--- src/rtl/seven_segment_scanner_pkg.sv ---
// ---------------------------------------------------------------------------
// seven_segment_scanner_pkg
//   Constants shared by the multiplexed display blocks.
//   - scan_state_e : slot phase (BLANK = anti-ghost gap, SHOW = digit driven)
//   - BCD_MAX      : largest legal BCD code
//   - is_bad_code  : true for codes the decoder cannot render (10..15)
// ---------------------------------------------------------------------------
package seven_segment_scanner_pkg;

  typedef enum logic {
    BLANK = 1'b0,
    SHOW  = 1'b1
  } scan_state_e;

  localparam logic [3:0] BCD_MAX = 4'd9;

  function automatic logic is_bad_code(input logic [3:0] code);
    return code > BCD_MAX;
  endfunction

endpackage

--- src/rtl/seven_segment_scanner_if.sv ---
// ---------------------------------------------------------------------------
// seven_segment_scanner_if
//   Data/strobe inputs and display-drive outputs of the scanner.
//   data_in     : DIGITS packed BCD nibbles, digit 0 in [3:0]
//   load        : capture strobe for data_in
//   lzb         : leading-zero blanking enable
//   bcd         : code to the shared BCD-to-7-segment decoder
//   n_enable    : active-low decoder enable
//   n_digit     : active-low digit-common select (one low or all high)
//   frame_start : one-cycle pulse at the start of digit 0's slot
//   bcd_err     : digit being shown holds a code > 9
//   master = producer of data / consumer of drive, slave = scanner.
// ---------------------------------------------------------------------------
interface seven_segment_scanner_if #(
  parameter int DIGITS = 4
);

  logic [4*DIGITS-1:0] data_in;
  logic                load;
  logic                lzb;
  logic [3:0]          bcd;
  logic                n_enable;
  logic [DIGITS-1:0]   n_digit;
  logic                frame_start;
  logic                bcd_err;

  modport master (
    output data_in, load, lzb,
    input  bcd, n_enable, n_digit, frame_start, bcd_err
  );

  modport slave (
    input  data_in, load, lzb,
    output bcd, n_enable, n_digit, frame_start, bcd_err
  );

endinterface

--- src/rtl/seven_segment_scanner_scan_counter.sv ---
// ---------------------------------------------------------------------------
// scan_counter
//   Slot and digit-index counter for the display multiplexer.
//   clk, n_reset : clock, synchronous active-low reset
//   idx          : digit currently owning the slot, 0..DIGITS-1
//   slot_cnt     : cycle within the slot, 0..SLOT_CYCLES-1
//   slot_last    : last cycle of the slot (idx advances after it)
//   frame_bound  : first cycle of a frame (idx = 0, slot_cnt = 0)
// ---------------------------------------------------------------------------
module scan_counter #(
  parameter  int DIGITS      = 4,
  parameter  int SLOT_CYCLES = 1000,
  localparam int IDX_W       = $clog2(DIGITS),
  localparam int CNT_W       = $clog2(SLOT_CYCLES)
) (
  input  logic             clk,
  input  logic             n_reset,
  output logic [IDX_W-1:0] idx,
  output logic [CNT_W-1:0] slot_cnt,
  output logic             slot_last,
  output logic             frame_bound
);

  assign slot_last   = (slot_cnt == CNT_W'(SLOT_CYCLES - 1));
  assign frame_bound = (idx == '0) && (slot_cnt == '0);

  always_ff @(posedge clk) begin
    if (!n_reset) begin
      idx      <= '0;
      slot_cnt <= '0;
    end else if (slot_last) begin
      slot_cnt <= '0;
      idx      <= (idx == IDX_W'(DIGITS - 1)) ? '0 : idx + IDX_W'(1);
    end else begin
      slot_cnt <= slot_cnt + CNT_W'(1);
    end
  end

endmodule

--- src/rtl/seven_segment_scanner.sv ---
// ---------------------------------------------------------------------------
// seven_segment_scanner
//   Time-shares one external BCD-to-7-segment decoder across DIGITS digits.
//   Each digit owns a slot of SLOT_CYCLES cycles; the first BLANK_CYCLES of
//   every slot drive nothing so the previous digit's segments can decay
//   before the next common is selected (anti-ghosting).
//   Ports:
//     clk     : clock, rising edge
//     n_reset : synchronous active-low reset
//     bus     : data_in/load/lzb in, bcd/n_enable/n_digit/frame_start/bcd_err
//               out (see seven_segment_scanner_if)
//   New data is staged in a pending register and only moved into the shown
//   register at a frame boundary, so a frame never mixes old and new digits.
//   All outputs are registered: they show the previous cycle's state/idx.
// ---------------------------------------------------------------------------
module seven_segment_scanner
  import seven_segment_scanner_pkg::*;
#(
  parameter int DIGITS       = 4,
  parameter int SLOT_CYCLES  = 1000,
  parameter int BLANK_CYCLES = 2
) (
  input  logic                     clk,
  input  logic                     n_reset,
  seven_segment_scanner_if.slave   bus
);

  localparam int IDX_W = $clog2(DIGITS);
  localparam int CNT_W = $clog2(SLOT_CYCLES);

  // -------------------------------------------------------------------------
  // slot / digit sequencing
  // -------------------------------------------------------------------------
  logic [IDX_W-1:0] idx;
  logic [CNT_W-1:0] slot_cnt;
  logic             slot_last;
  logic             frame_bound;

  scan_counter #(
    .DIGITS      (DIGITS),
    .SLOT_CYCLES (SLOT_CYCLES)
  ) u_scan (
    .clk         (clk),
    .n_reset     (n_reset),
    .idx         (idx),
    .slot_cnt    (slot_cnt),
    .slot_last   (slot_last),
    .frame_bound (frame_bound)
  );

  // -------------------------------------------------------------------------
  // data staging
  // -------------------------------------------------------------------------
  logic [DIGITS-1:0][3:0] display_q;
  logic [DIGITS-1:0][3:0] pending_q;
  logic                   pending_valid_q;

  always_ff @(posedge clk) begin
    if (!n_reset) begin
      display_q       <= '0;
      pending_q       <= '0;
      pending_valid_q <= 1'b0;
    end else if (frame_bound) begin
      // The boundary cycle is always blank, so swapping here is invisible.
      // A coincident load wins over anything still pending.
      if (bus.load)             display_q <= bus.data_in;
      else if (pending_valid_q) display_q <= pending_q;
      pending_valid_q <= 1'b0;
    end else if (bus.load) begin
      pending_q       <= bus.data_in;
      pending_valid_q <= 1'b1;
    end
  end

  // upper_zero[k]: digit k and every more-significant digit are zero
  logic [DIGITS-1:0] upper_zero;
  logic              zero_acc;

  always_comb begin
    upper_zero = '0;
    zero_acc   = 1'b1;
    for (int k = DIGITS - 1; k >= 0; k--) begin
      zero_acc      = zero_acc && (display_q[k] == 4'd0);
      upper_zero[k] = zero_acc;
    end
  end

  // -------------------------------------------------------------------------
  // FSM: BLANK for the first BLANK_CYCLES of a slot, SHOW for the rest.
  // state_q tracks the current slot_cnt, so next state follows the next count.
  // -------------------------------------------------------------------------
  scan_state_e state_q, state_d;

  always_ff @(posedge clk) begin
    if (!n_reset) state_q <= BLANK;
    else          state_q <= state_d;
  end

  logic [3:0]        cur_code;
  logic [3:0]        bcd_d;
  logic              n_enable_d;
  logic [DIGITS-1:0] n_digit_d;
  logic              bcd_err_d;

  assign cur_code = display_q[idx];

  always_comb begin
    state_d    = state_q;
    bcd_d      = bus.bcd;          // bcd holds through blank
    n_enable_d = 1'b1;
    n_digit_d  = '1;
    bcd_err_d  = 1'b0;

    if (slot_last)                              state_d = BLANK;
    else if (int'(slot_cnt) + 1 < BLANK_CYCLES) state_d = BLANK;
    else                                        state_d = SHOW;

    if (state_q == SHOW) begin
      bcd_d      = cur_code;
      n_digit_d  = ~(DIGITS'(1) << idx);
      bcd_err_d  = is_bad_code(cur_code);
      // Digit 0 is exempt from leading-zero blanking so "0" still shows.
      n_enable_d = bcd_err_d || (bus.lzb && (idx != '0) && upper_zero[idx]);
    end
  end

  // -------------------------------------------------------------------------
  // output registers
  // -------------------------------------------------------------------------
  always_ff @(posedge clk) begin
    if (!n_reset) begin
      bus.bcd         <= 4'd0;
      bus.n_enable    <= 1'b1;
      bus.n_digit     <= '1;
      bus.frame_start <= 1'b0;
      bus.bcd_err     <= 1'b0;
    end else begin
      bus.bcd         <= bcd_d;
      bus.n_enable    <= n_enable_d;
      bus.n_digit     <= n_digit_d;
      bus.frame_start <= frame_bound;
      bus.bcd_err     <= bcd_err_d;
    end
  end

endmodule

--- src/flat_wrapper.sv ---
// flat-port wrapper written by rule: the top's interface ports become plain ports
module seven_segment_scanner_flat import seven_segment_scanner_pkg::*;
#(
  parameter int DIGITS       = 4,
  parameter int SLOT_CYCLES  = 1000,
  parameter int BLANK_CYCLES = 2
)
  (clk, n_reset, bus_data_in, bus_load, bus_lzb, bus_bcd, bus_n_enable, bus_n_digit, bus_frame_start, bus_bcd_err);
  seven_segment_scanner_if #(.DIGITS(DIGITS)) bus_i ();
  input  logic clk;
  input  logic n_reset;
  input wire logic [$bits(bus_i.data_in)-1:0] bus_data_in;
  input wire logic [$bits(bus_i.load)-1:0] bus_load;
  input wire logic [$bits(bus_i.lzb)-1:0] bus_lzb;
  output wire logic [$bits(bus_i.bcd)-1:0] bus_bcd;
  output wire logic [$bits(bus_i.n_enable)-1:0] bus_n_enable;
  output wire logic [$bits(bus_i.n_digit)-1:0] bus_n_digit;
  output wire logic [$bits(bus_i.frame_start)-1:0] bus_frame_start;
  output wire logic [$bits(bus_i.bcd_err)-1:0] bus_bcd_err;
  assign bus_i.data_in = bus_data_in;
  assign bus_i.load = bus_load;
  assign bus_i.lzb = bus_lzb;
  assign bus_bcd = bus_i.bcd;
  assign bus_n_enable = bus_i.n_enable;
  assign bus_n_digit = bus_i.n_digit;
  assign bus_frame_start = bus_i.frame_start;
  assign bus_bcd_err = bus_i.bcd_err;
  seven_segment_scanner #(.DIGITS(DIGITS), .SLOT_CYCLES(SLOT_CYCLES), .BLANK_CYCLES(BLANK_CYCLES)) u_core (.clk(clk), .n_reset(n_reset), .bus(bus_i));
endmodule
--- config.mk ---
export PLATFORM = sky130hd
export DESIGN_NAME = seven_segment_scanner_flat
export DESIGN_NICKNAME = d
export VERILOG_FILES = /design/src/rtl/seven_segment_scanner_pkg.sv /design/src/rtl/seven_segment_scanner_if.sv /design/src/rtl/seven_segment_scanner_scan_counter.sv /design/src/rtl/seven_segment_scanner.sv /design/src/flat_wrapper.sv
export SDC_FILE = /design/constraint.sdc
export NUM_CORES = 1
export LEC_CHECK = 0
export CORE_MARGIN = 2
export CORE_UTILIZATION = 50
export CTS_BUF_LIST = sky130_fd_sc_hd__clkbuf_8
export CTS_CLUSTER_SIZE = 24
export DETAILED_ROUTE_END_ITERATION = 10
export PLACE_DENSITY_LB_ADDON = 0.08
export SYNTH_ARGS = -nofsm -noshare
export SYNTH_HDL_FRONTEND = slang
export SYNTH_SLANG_ARGS = --single-unit
--- constraint.sdc ---
create_clock -name clk -period 2.2 [get_ports clk]
set_input_delay 0.22 -clock clk [delete_from_list [all_inputs] [get_ports clk]]
set_output_delay 0.22 -clock clk [all_outputs]
set_load 0.01 [all_outputs]
==> reports/results.ini, run 1 <==
[route]
totalWireLength_um = 5165
vias_per_cell = 5.270
ant_nets = 0
wl_per_cell_um = 14.07
vias = 1934
drt_iter0_drc = 36
drc_errors = 0
firstDrtPassIters = 4

[timing]
finalCritPeriodShare_pct = 82.17
rsz0062_at_grt = false
finalSetupViolCount = 0
slew_headroom_pct = 73.95
hold_viol = 0
finalSetupTns_ps = 0
slew_violations = 0
period_needed_ps = 1808
fmax_mhz = 553.2
worstMarginPinSlew_ps = 387.2
fin_skew_ps = 6.214

[floorplanning]
die_area_mm2 = 0.006002
rows = 26
start_util_pct = 52.18
die_h_um = 77.47
design.core.area_mm2 = 0.005172
die_x_um = 77.47
num_io_pins = 31

[cts]
ctsHoldBuffers = 0
root_buffer = clkbuf_8
clockBufferDepth = 2
htreeDepth = 3
ctsResizeCount = 0
numCtsBuffers = 9
path_clk_slew_ps = 60
cts_sinks = 57
cts_tree = built
clkLatencyLatePin_ps = 330
postCtsSetupRepairBufs = 0

[placed_design]
gp_congestion = 0.8188
dp_cells = 352
port-buffer-count = 30
hpwlAfterDp_um = 3574

[layout]
n_fill_cell = 466
antenna_cells = 0
drive_gt1_share_pct = 11.78
final_common_cell = dfxtp_1
mostFrequentLayoutCells = dfxtp_1 (57), mux2i_1 (37), clkdlybuf4s50_1 (30), nand2_1 (25), nor2b_1 (22)
fin_cells = 367
area_growth_pct = 20.17
nNetsFinal = 320

[setup_path]
criticalPathCategory = flip-flop to flip-flop
required_ps = 2420
critPathArrivalTime_ps = 2030
r2r-start = u_core.u_scan.idx[1]$_SDFFE_PN0P_
end_kind = flip-flop
cp_max_fo = 32
regToRegSetupSlack_ps = 390
timing.rr.end = u_core.display_q[0]$_SDFFE_PN0P_
crit_path_start_kind = flip-flop
reg2regPathDepth = 7

[global_route]
grt_first_pass_wirelength_um = 9101
grt_max_degree = 33
antenna_found_initial = 0
grt-ovfl-total = 0
grt_pass1_vias = 1919
grt_use_total_pct = 19.52

[synthesis]
async_flop_share_pct = 0
synth_top_area_share_pct = 42.28
yosys.area.top_type = dfxtp_1
ys_types = 45
syn_inst = 260
synth_seq_cells = 57
synthFlopType = dfxtp_1
synthTopCellsByArea = dfxtp_1 (42%), mux2i_1 (14%), o211a_1 (5.9%)
yosysSeqAreaShare_pct = 42.28
synth-edff-count = 0
syn-num-nets = 287
avgSynthCellArea_um2 = 10.38
synth_warnings = 0
syn_area_mm2 = 0.002699

[pwr]
irDropWorstVdd_uv = 485.6
p_per_area_mw_per_mm2 = 761.5
p_leak_nw = 1.439

[status]
status = finished, final reports clean

[job]
drv_cap = 0

[hold_path]
hold_path_class = flip-flop to flip-flop
hp-start = u_core.pending_q[10]$_SDFFE_PN0P_
hold-path-cell-count = 2
hold_end = u_core.pending_q[10]$_SDFFE_PN0P_

flip-flops by register name (all words and copies together), names as in the netlist:
| register | count |
|---|---|
| u_core.display_q | 16 |
| u_core.bus.bcd_err | 1 |
| u_core.bus.frame_start | 1 |
| u_core.pending_q | 16 |
| u_core.u_scan.slot_cnt | 10 |
| u_core.u_scan.idx | 2 |
| u_core.bus.n_digit | 4 |
| u_core.state_q | 1 |
| u_core.bus.bcd | 4 |
| u_core.pending_valid_q | 1 |
| u_core.bus.n_enable | 1 |
where the power goes:
part	internal, mW	switching (mW)	leakage, nW	total, mW
Clock	0.570	0.395	0.106	0.965
Combinational	0.187	0.152	0.866	0.339
Sequential	1.11	0.0591	0.466	1.17
Total	1.86	0.606	1.44	2.47
metal layers:
layer,up-vias,part of all wire (%),track usage (%)
met5,-,0,0
met2,29,46,30.61
met3,6,3.0,4.535
met4,0,1.1,10.18
li1,984,-,-
met1,915,50,25.06
final cells by class:
class	instances	area, µm²	share of cell area [%]
Sequential cell	57	1141	35.19
Tap cell	70	87.58	2.701
Inverter	6	22.52	0.6944
Clock inverter	4	43.79	1.350
Multi-Input combinational cell	180	1429	44.06
Clock buffer	11	151.4	4.668
Timing Repair Buffer	39	367.9	11.34
metrics by stage:
stage | cell area (µm²) | utilization (%) | setup WS, ps | total power [mW] | hold slack, ps
6_report | 3243 | 62.70 | 392.4 | 2.470 | 515.8
5_1_grt | 3243 | 62.70 | 229.8 | 2.586 | 537.9
4_1_cts | 3243 | 62.70 | 389.5 | 2.497 | 523.0
3_5_place_dp | 3048 | 58.93 | 402.2 | 1.529 | 501.5
3_3_place_gp | 3048 | 58.93 | 415.0 | 1.519 | 495.1
2_1_floorplan | 2699 | - | 372.8 | 1.426 | 389.4
synth_stat cells (2+ instances only):
library cell / instances
nand4_1: 2
xnor2_1: 4
o21ai_0: 2
and2_1: 5
a21oi_1: 3
ha_1: 7
nand3_1: 5
nand2_1: 25
inv_1: 6
clkbuf_1: 6
buf_6: 3
nor2b_1: 22
nor4_1: 3
and4_1: 2
mux4_2: 4
a31oi_1: 3
xor2_1: 3
buf_2: 6
nor2_1: 11
and3_1: 5
or3_1: 2
dfxtp_1: 57
o211a_1: 16
mux2i_1: 37
kinds of logic after synthesis:
family                   count (synthesis)  share of synthesized area (%)
flip-flops                              57                          42.28
AND/OR/NAND/NOR                         92                          19.52
adder cells (fa/ha/maj)                  7                          3.245
buffers and inverters                   23                          4.775
AO/OA/AOI/OAI                           33                          10.85
XOR/XNOR                                 7                          2.272
multiplexers                            41                          17.06
critical path, cell delays in order, from the launching register on:
cell and delay, ps:
dfxtp_1 310, inv_1 100, ha_1 210, nor3b_2 330, o2111a_2 250, buf_4 280, nand2_1 100, o211a_1 130
worst max-delay path by stage:
stage	start	depth (start not counted)	end
after floorplan	u_core.u_scan.idx[0]$_SDFFE_PN0P_	8	u_core.pending_q[10]$_SDFFE_PN0P_
after global placement	u_core.u_scan.idx[1]$_SDFFE_PN0P_	7	u_core.display_q[8]$_SDFFE_PN0P_
after detailed placement	u_core.u_scan.idx[1]$_SDFFE_PN0P_	7	u_core.display_q[0]$_SDFFE_PN0P_
after CTS	u_core.u_scan.idx[1]$_SDFFE_PN0P_	7	u_core.display_q[0]$_SDFFE_PN0P_
after global routing	u_core.u_scan.idx[1]$_SDFFE_PN0P_	7	u_core.display_q[13]$_SDFFE_PN0P_
final	u_core.u_scan.idx[1]$_SDFFE_PN0P_	7	u_core.display_q[0]$_SDFFE_PN0P_
No activity file was read; power rests on OpenSTA's default activity.
==> inputs of run 2 (changes only) <==
==> constraint.sdc (replaced) <==
create_clock -name clk -period 1.8 [get_ports clk]
set_input_delay 0.18 -clock clk [delete_from_list [all_inputs] [get_ports clk]]
set_output_delay 0.18 -clock clk [all_outputs]
set_load 0.01 [all_outputs]
==> run 2 against run 1 <==
- setup slack worse by 250 ps
- final area rose by 2.1%
- global-route usage fell by 0.094 points
- sequential share of layout area fell by 0.72 points
- total power up 22%
- non-clock buffer count increased by 4
- clock skew grew 1.0 ps
- hold slack worse by 28 ps
- sequential cell count unchanged
- combinational power rose by 34%
==> reports/results.ini, run 2 (synthesized netlist as in run 1, its figures left out) <==
[setup_path]
regToRegSetupSlack_ps = 140  ; -250 ps
crit_chain = inv_1 > ha_1 > nor4b_4 > buf_4 > a31oi_4 > buf_12 > mux2i_1 > nor2b_1
required_ps = 2030  ; -390 ps
cp_max_fo = 16  ; -50%
reg2regPathDepth = 8  ; +1
critPathArrivalTime_ps = 1890  ; -140 ps
critPathSlowestCell = dfxtp_1
slowest_delay_ps = 380  ; +50 ps
crit_path_start_kind = flip-flop
end_kind = flip-flop
criticalPathCategory = flip-flop to flip-flop

[timing]
whs_ps = 488.1  ; -27.73 ps
fin_skew_ps = 7.244  ; +1.029 ps
slew_headroom_pct = 72.34  ; -1.6 points
worstMarginPinSlew_ps = 411.1  ; +23.90 ps
period_needed_ps = 1662  ; -145.6 ps
slew_violations = 0  ; unchanged
setup_slack_ps = 138.0  ; -254.4 ps
fmax_mhz = 601.7  ; +8.8%
hold_viol = 0  ; unchanged
finalSetupTns_ps = 0  ; unchanged
finalCritPeriodShare_pct = 92.34  ; +10 points
rsz0062_at_grt = false
finalSetupViolCount = 0  ; unchanged

[status]
status = finished, final reports clean

[cts]
htreeDepth = 3  ; unchanged
ctsHoldBuffers = 0  ; unchanged
root_buffer = clkbuf_8
cts_sinks = 57  ; unchanged
postCtsSetupRepairBufs = 0  ; unchanged
cts_tree = built
clkLatencyLatePin_ps = 340  ; about the same
ctsResizeCount = 0  ; unchanged
numCtsBuffers = 9  ; unchanged
clockBufferDepth = 2  ; unchanged
path_clk_slew_ps = 60  ; about the same

[layout]
mostFrequentLayoutCells = dfxtp_1 (57), mux2i_1 (37), clkdlybuf4s50_1 (30), nand2_1 (25), nor2b_1 (22)
drive_gt1_share_pct = 12.58  ; +0.80 points
antenna_cells = 0  ; unchanged
fin_area_mm2 = 0.003311  ; +2.1%
final_common_cell = dfxtp_1
final_util_pct = 64.01  ; +1.3 points
nNetsFinal = 324  ; +1.3%
area_growth_pct = 22.67
reg_top3 = u_core.display_q x16, u_core.pending_q x16, u_core.u_scan.slot_cnt x10

[route]
drc_errors = 0  ; unchanged
firstDrtPassIters = 5  ; +1
wl_per_cell_um = 13.79  ; -2.0%
totalWireLength_um = 5130  ; -0.68%
vias_per_cell = 5.347  ; +1.5%
ant_nets = 0  ; unchanged
vias = 1989  ; +2.8%
drt_iter0_drc = 53  ; +47%

[pwr]
switching_share_pct = 24.86  ; +0.34 points
seq_power_share_pct = 47.1  ; about the same
p_leak_nw = 1.479  ; +2.8%
pwr-share-comb_pct = 15.1  ; +1.4 points
power_frac_clock_pct = 37.8  ; -1.3 points
p_switching_uw = 748.9  ; +24%
internal-power_mw = 2.263  ; +21%
p_per_area_mw_per_mm2 = 909.9  ; +19%
irDropWorstVdd_uv = 511.3  ; +5.3%

[floorplanning]
die_area_mm2 = 0.006002  ; unchanged
die_x_um = 77.47  ; unchanged
design.core.area_mm2 = 0.005172  ; unchanged
num_io_pins = 31  ; unchanged
rows = 26  ; unchanged
start_util_pct = 52.18  ; unchanged
die_h_um = 77.47  ; unchanged

[placed_design]
gp_congestion = 0.8781  ; +7.2%
dp_slack_ps = 123.5  ; -278.7 ps
port-buffer-count = 30  ; unchanged
hpwlAfterDp_um = 3597  ; +0.65%
placed_area_mm2 = 0.003115  ; +2.2%

[global_route]
grt_max_degree = 43  ; +30%
antenna_found_initial = 0  ; unchanged
grt_use_total_pct = 19.43  ; -0.094 points
grt_first_pass_wirelength_um = 9114  ; +0.14%
grt-ovfl-total = 0  ; unchanged
grt_pass1_vias = 1891  ; -1.5%

[job]
drv_cap = 0  ; unchanged

[hold_path]
hold-path-cell-count = 3  ; +1
hold_path_class = primary input to flip-flop

[run 2: cell count changes in the layout (fill, tap and decap cells not counted), sizes merged]
cell and delta:
inv +2, clkbuf -1, buf +4
[run 2: layer usage]
metal	wire length, µm	share of wire [%]	global-route usage [%]	up-vias
met3	163	3.2	5.000	13
met2	2405	47	29.30	38
met1	2448	48	24.85	938
li1	-	-	-	1000
met4	112	2.2	11.96	0
met5	0	0	0	-
[run 2: power by group through the flow]
stage / Clock (mW) / Combinational [mW] / Sequential (mW)
after floorplan: 0 / 0.316 / 1.43
after global placement: 0 / 0.447 / 1.44
after detailed placement: 0 / 0.456 / 1.45
after CTS: 1.17 / 0.458 / 1.42
after global routing: 1.23 / 0.503 / 1.43
final: 1.14 / 0.454 / 1.42
[run 2: final cells by class]
type	instances	area [µm²]
fill	430	1862
multi-input combinational	180	1435
sequential	57	1141
timing repair buffer	43	435.4
clock buffer	10	137.6
tap	70	87.58
clock inverter	6	51.30
inverter	6	22.52
[run 2: final timing paths]
kind                                             start                                end
setup / recovery  u_core.u_scan.slot_cnt[1]$_SDFF_PP0_   u_core.pending_q[5]$_SDFFE_PN0P_
setup reg to reg  u_core.u_scan.slot_cnt[1]$_SDFF_PP0_   u_core.pending_q[5]$_SDFFE_PN0P_
hold / removal                          bus_data_in[3]   u_core.pending_q[3]$_SDFFE_PN0P_
hold reg to reg      u_core.pending_q[11]$_SDFFE_PN0P_  u_core.pending_q[11]$_SDFFE_PN0P_
[run 2: critical path, delay by kind of cell (launching register included)]
family | cells | cell delay [ps]
buf+inv | 3 | 410
flops | 1 | 380
mux | 1 | 210
fa+ha+maj | 1 | 170
simple gates | 2 | 190
compound gates | 1 | 170
[run 2: through the flow]
stage          instances  power (mW)
3_3_place_gp         356       1.892
3_5_place_dp         356       1.902
5_1_grt              372       3.158
4_1_cts              372       3.045
2_1_floorplan        260       1.742
6_report             372       3.012
==> inputs of run 3 (changes only) <==
==> constraint.sdc (replaced) <==
create_clock -name clk -period 1.97 [get_ports clk]
set_input_delay 0.197 -clock clk [delete_from_list [all_inputs] [get_ports clk]]
set_output_delay 0.197 -clock clk [all_outputs]
set_load 0.01 [all_outputs]
==> run 3 against run 2 <==
- fmax shrank 1.7%
- die area is the same
- total power shrank 9.1%
- critical path depth shrank 1
- final area shrank 1.7%
- critical path type unchanged
- critical endpoint is now u_core.display_q[2]$_SDFFE_PN0P_
==> reports/results.ini, run 3 (synthesized netlist as in run 1, its figures left out) <==
[status]
status = finished, final reports clean

[pwr]
irDropWorstVdd_uv = 508.8  ; -0.49%
p_leak_nw = 1.446  ; -2.3%
p_per_area_mw_per_mm2 = 841.5  ; -7.5%

[layout]
fin_cells = 367  ; -1.3%
multi_input_area_mm2 = 0.001429  ; -0.44%
fin_area_mm2 = 0.003254  ; -1.7%
n_fill_cell = 451  ; +4.9%
mostFrequentLayoutCells = dfxtp_1 (57), mux2i_1 (37), clkdlybuf4s50_1 (30), nand2_1 (25), nor2b_1 (22)
nNetsFinal = 319  ; -1.5%
seq_area_mm2 = 0.001141  ; unchanged
drive_gt1_share_pct = 11.11  ; -1.5 points
antenna_cells = 0  ; unchanged
reg_top3 = u_core.display_q x16, u_core.pending_q x16, u_core.u_scan.slot_cnt x10
final_util_pct = 62.92  ; -1.1 points
final_common_cell = dfxtp_1
area_growth_pct = 20.58

[setup_path]
crit_chain = inv_1 > ha_1 > nor4b_4 > o2111a_2 > buf_12 > nand2_1 > o211a_1
crit_family = compound AO/OA/AOI/OAI gates
regToRegSetupSlack_ps = 280  ; +140 ps
cp_max_fo = 32  ; +16
path_buf_inv = 2  ; -1
critPathArrivalTime_ps = 1910  ; +20 ps
end_kind = flip-flop
criticalPathCategory = flip-flop to flip-flop
critPathSlowestCell = dfxtp_1
slowest_delay_ps = 380  ; about the same
required_ps = 2190  ; +160 ps
crit_path_start_kind = flip-flop

[global_route]
antenna_found_initial = 0  ; unchanged
grt_pass1_vias = 1838  ; -2.8%
grt_first_pass_wirelength_um = 8928  ; -2.0%
grt_max_degree = 33  ; -23%
grt_use_total_pct = 19.32  ; -0.12 points
grt-ovfl-total = 0  ; unchanged

[cts]
postCtsSetupRepairBufs = 0  ; unchanged
ctsHoldBuffers = 0  ; unchanged
cts_tree = built
clkLatencyLatePin_ps = 330  ; about the same
path_clk_slew_ps = 60  ; about the same
cts_sinks = 57  ; unchanged
numCtsBuffers = 9  ; unchanged
ctsResizeCount = 0  ; unchanged
clockBufferDepth = 2  ; unchanged
root_buffer = clkbuf_8
htreeDepth = 3  ; unchanged

[route]
vias = 1941  ; -2.4%
dr_wl_met2_um = 2495  ; +3.7%
firstDrtPassIters = 4  ; -1
routed.top_layer = met4
wl_per_cell_um = 14.19  ; +2.9%
vias_per_cell = 5.289  ; -1.1%
ant_nets = 0  ; unchanged
totalWireLength_um = 5207  ; +1.5%
drt_iter0_drc = 60  ; +13%
drc_errors = 0  ; unchanged
met3_length_um = 180  ; +10%
drt-met1-wl_um = 2478  ; +1.2%

[placed_design]
hpwlAfterDp_um = 3576  ; -0.58%
port-buffer-count = 30  ; unchanged
gp_congestion = 0.8347  ; -4.9%
dp_cells = 351  ; -1.4%
placed_area_mm2 = 0.003065  ; -1.6%

[floorplanning]
die_area_mm2 = 0.006002  ; unchanged
die_x_um = 77.47  ; unchanged
start_util_pct = 52.18  ; unchanged
die_h_um = 77.47  ; unchanged
design.core.area_mm2 = 0.005172  ; unchanged
num_io_pins = 31  ; unchanged
rows = 26  ; unchanged

[timing]
rsz0062_at_grt = false
finalSetupViolCount = 0  ; unchanged
fmax_mhz = 591.3  ; -1.7%
finalSetupTns_ps = 0  ; unchanged
slew_headroom_pct = 73.09  ; +0.75 points
worstMarginPinSlew_ps = 399.9  ; -11.21 ps
slew_violations = 0  ; unchanged
hold_viol = 0  ; unchanged
period_needed_ps = 1691  ; +29.09 ps
finalCritPeriodShare_pct = 85.84  ; -6.5 points
fin_skew_ps = 6.109  ; -1.134 ps
whs_ps = 511.2  ; +23.10 ps

[job]
drv_cap = 0  ; unchanged

[hold_path]
hold_path_class = primary input to flip-flop

## run 3: changes by cell type in the layout (fill, tap and decap cells not counted)
cell / before / now
buf_4: 10 / 6
buf_12: 3 / 2
nor3b_2: 0 / 1
nor3b_4: 1 / 0
## run 3: per-layer routing
metal / global-route usage, % / vias up
li1: - / 988
met3: 8.023 / 6
met5: 0 / -
met1: 24.32 / 915
met2: 30.26 / 32
met4: 5.893 / 0
## run 3: report_power, final
part / switching, mW / total [mW] / internal (mW)
Clock: 0.443 / 1.04 / 0.600
Sequential: 0.0681 / 1.30 / 1.24
Combinational: 0.171 / 0.392 / 0.221
## run 3: stage by stage
step / worst slack [ps] / total power [mW]
detailed placement: 291.1 / 1.723
global route: 136.3 / 2.883
floorplan: 142.8 / 1.592
global placement: 316.5 / 1.717
finish: 278.9 / 2.739
CTS: 260.1 / 2.777
## run 3: final cells by class
cell class | count | area share [%]
sequential | 57 | 35.06
timing repair buffer | 38 | 11.84
tap | 70 | 2.691
inverter | 6 | 0.6920
clock buffer | 10 | 4.229
multi-input combinational | 180 | 43.91
clock inverter | 6 | 1.576
## run 3: worst paths after layout
path / start / endpoint / cells after the start
max: u_core.u_scan.slot_cnt[0]$_SDFF_PP0_ / u_core.display_q[2]$_SDFFE_PN0P_ / 7
min reg2reg: u_core.pending_q[12]$_SDFFE_PN0P_ / u_core.pending_q[12]$_SDFFE_PN0P_ / 2
max reg2reg: u_core.u_scan.slot_cnt[0]$_SDFF_PP0_ / u_core.display_q[2]$_SDFFE_PN0P_ / 7
min: bus_data_in[14] / u_core.pending_q[14]$_SDFFE_PN0P_ / 3
## run 3: tightest hold or removal path: stages
cell and delay, ps:
clkdlybuf4s50_1 420, mux2i_1 130, nor2b_1 50
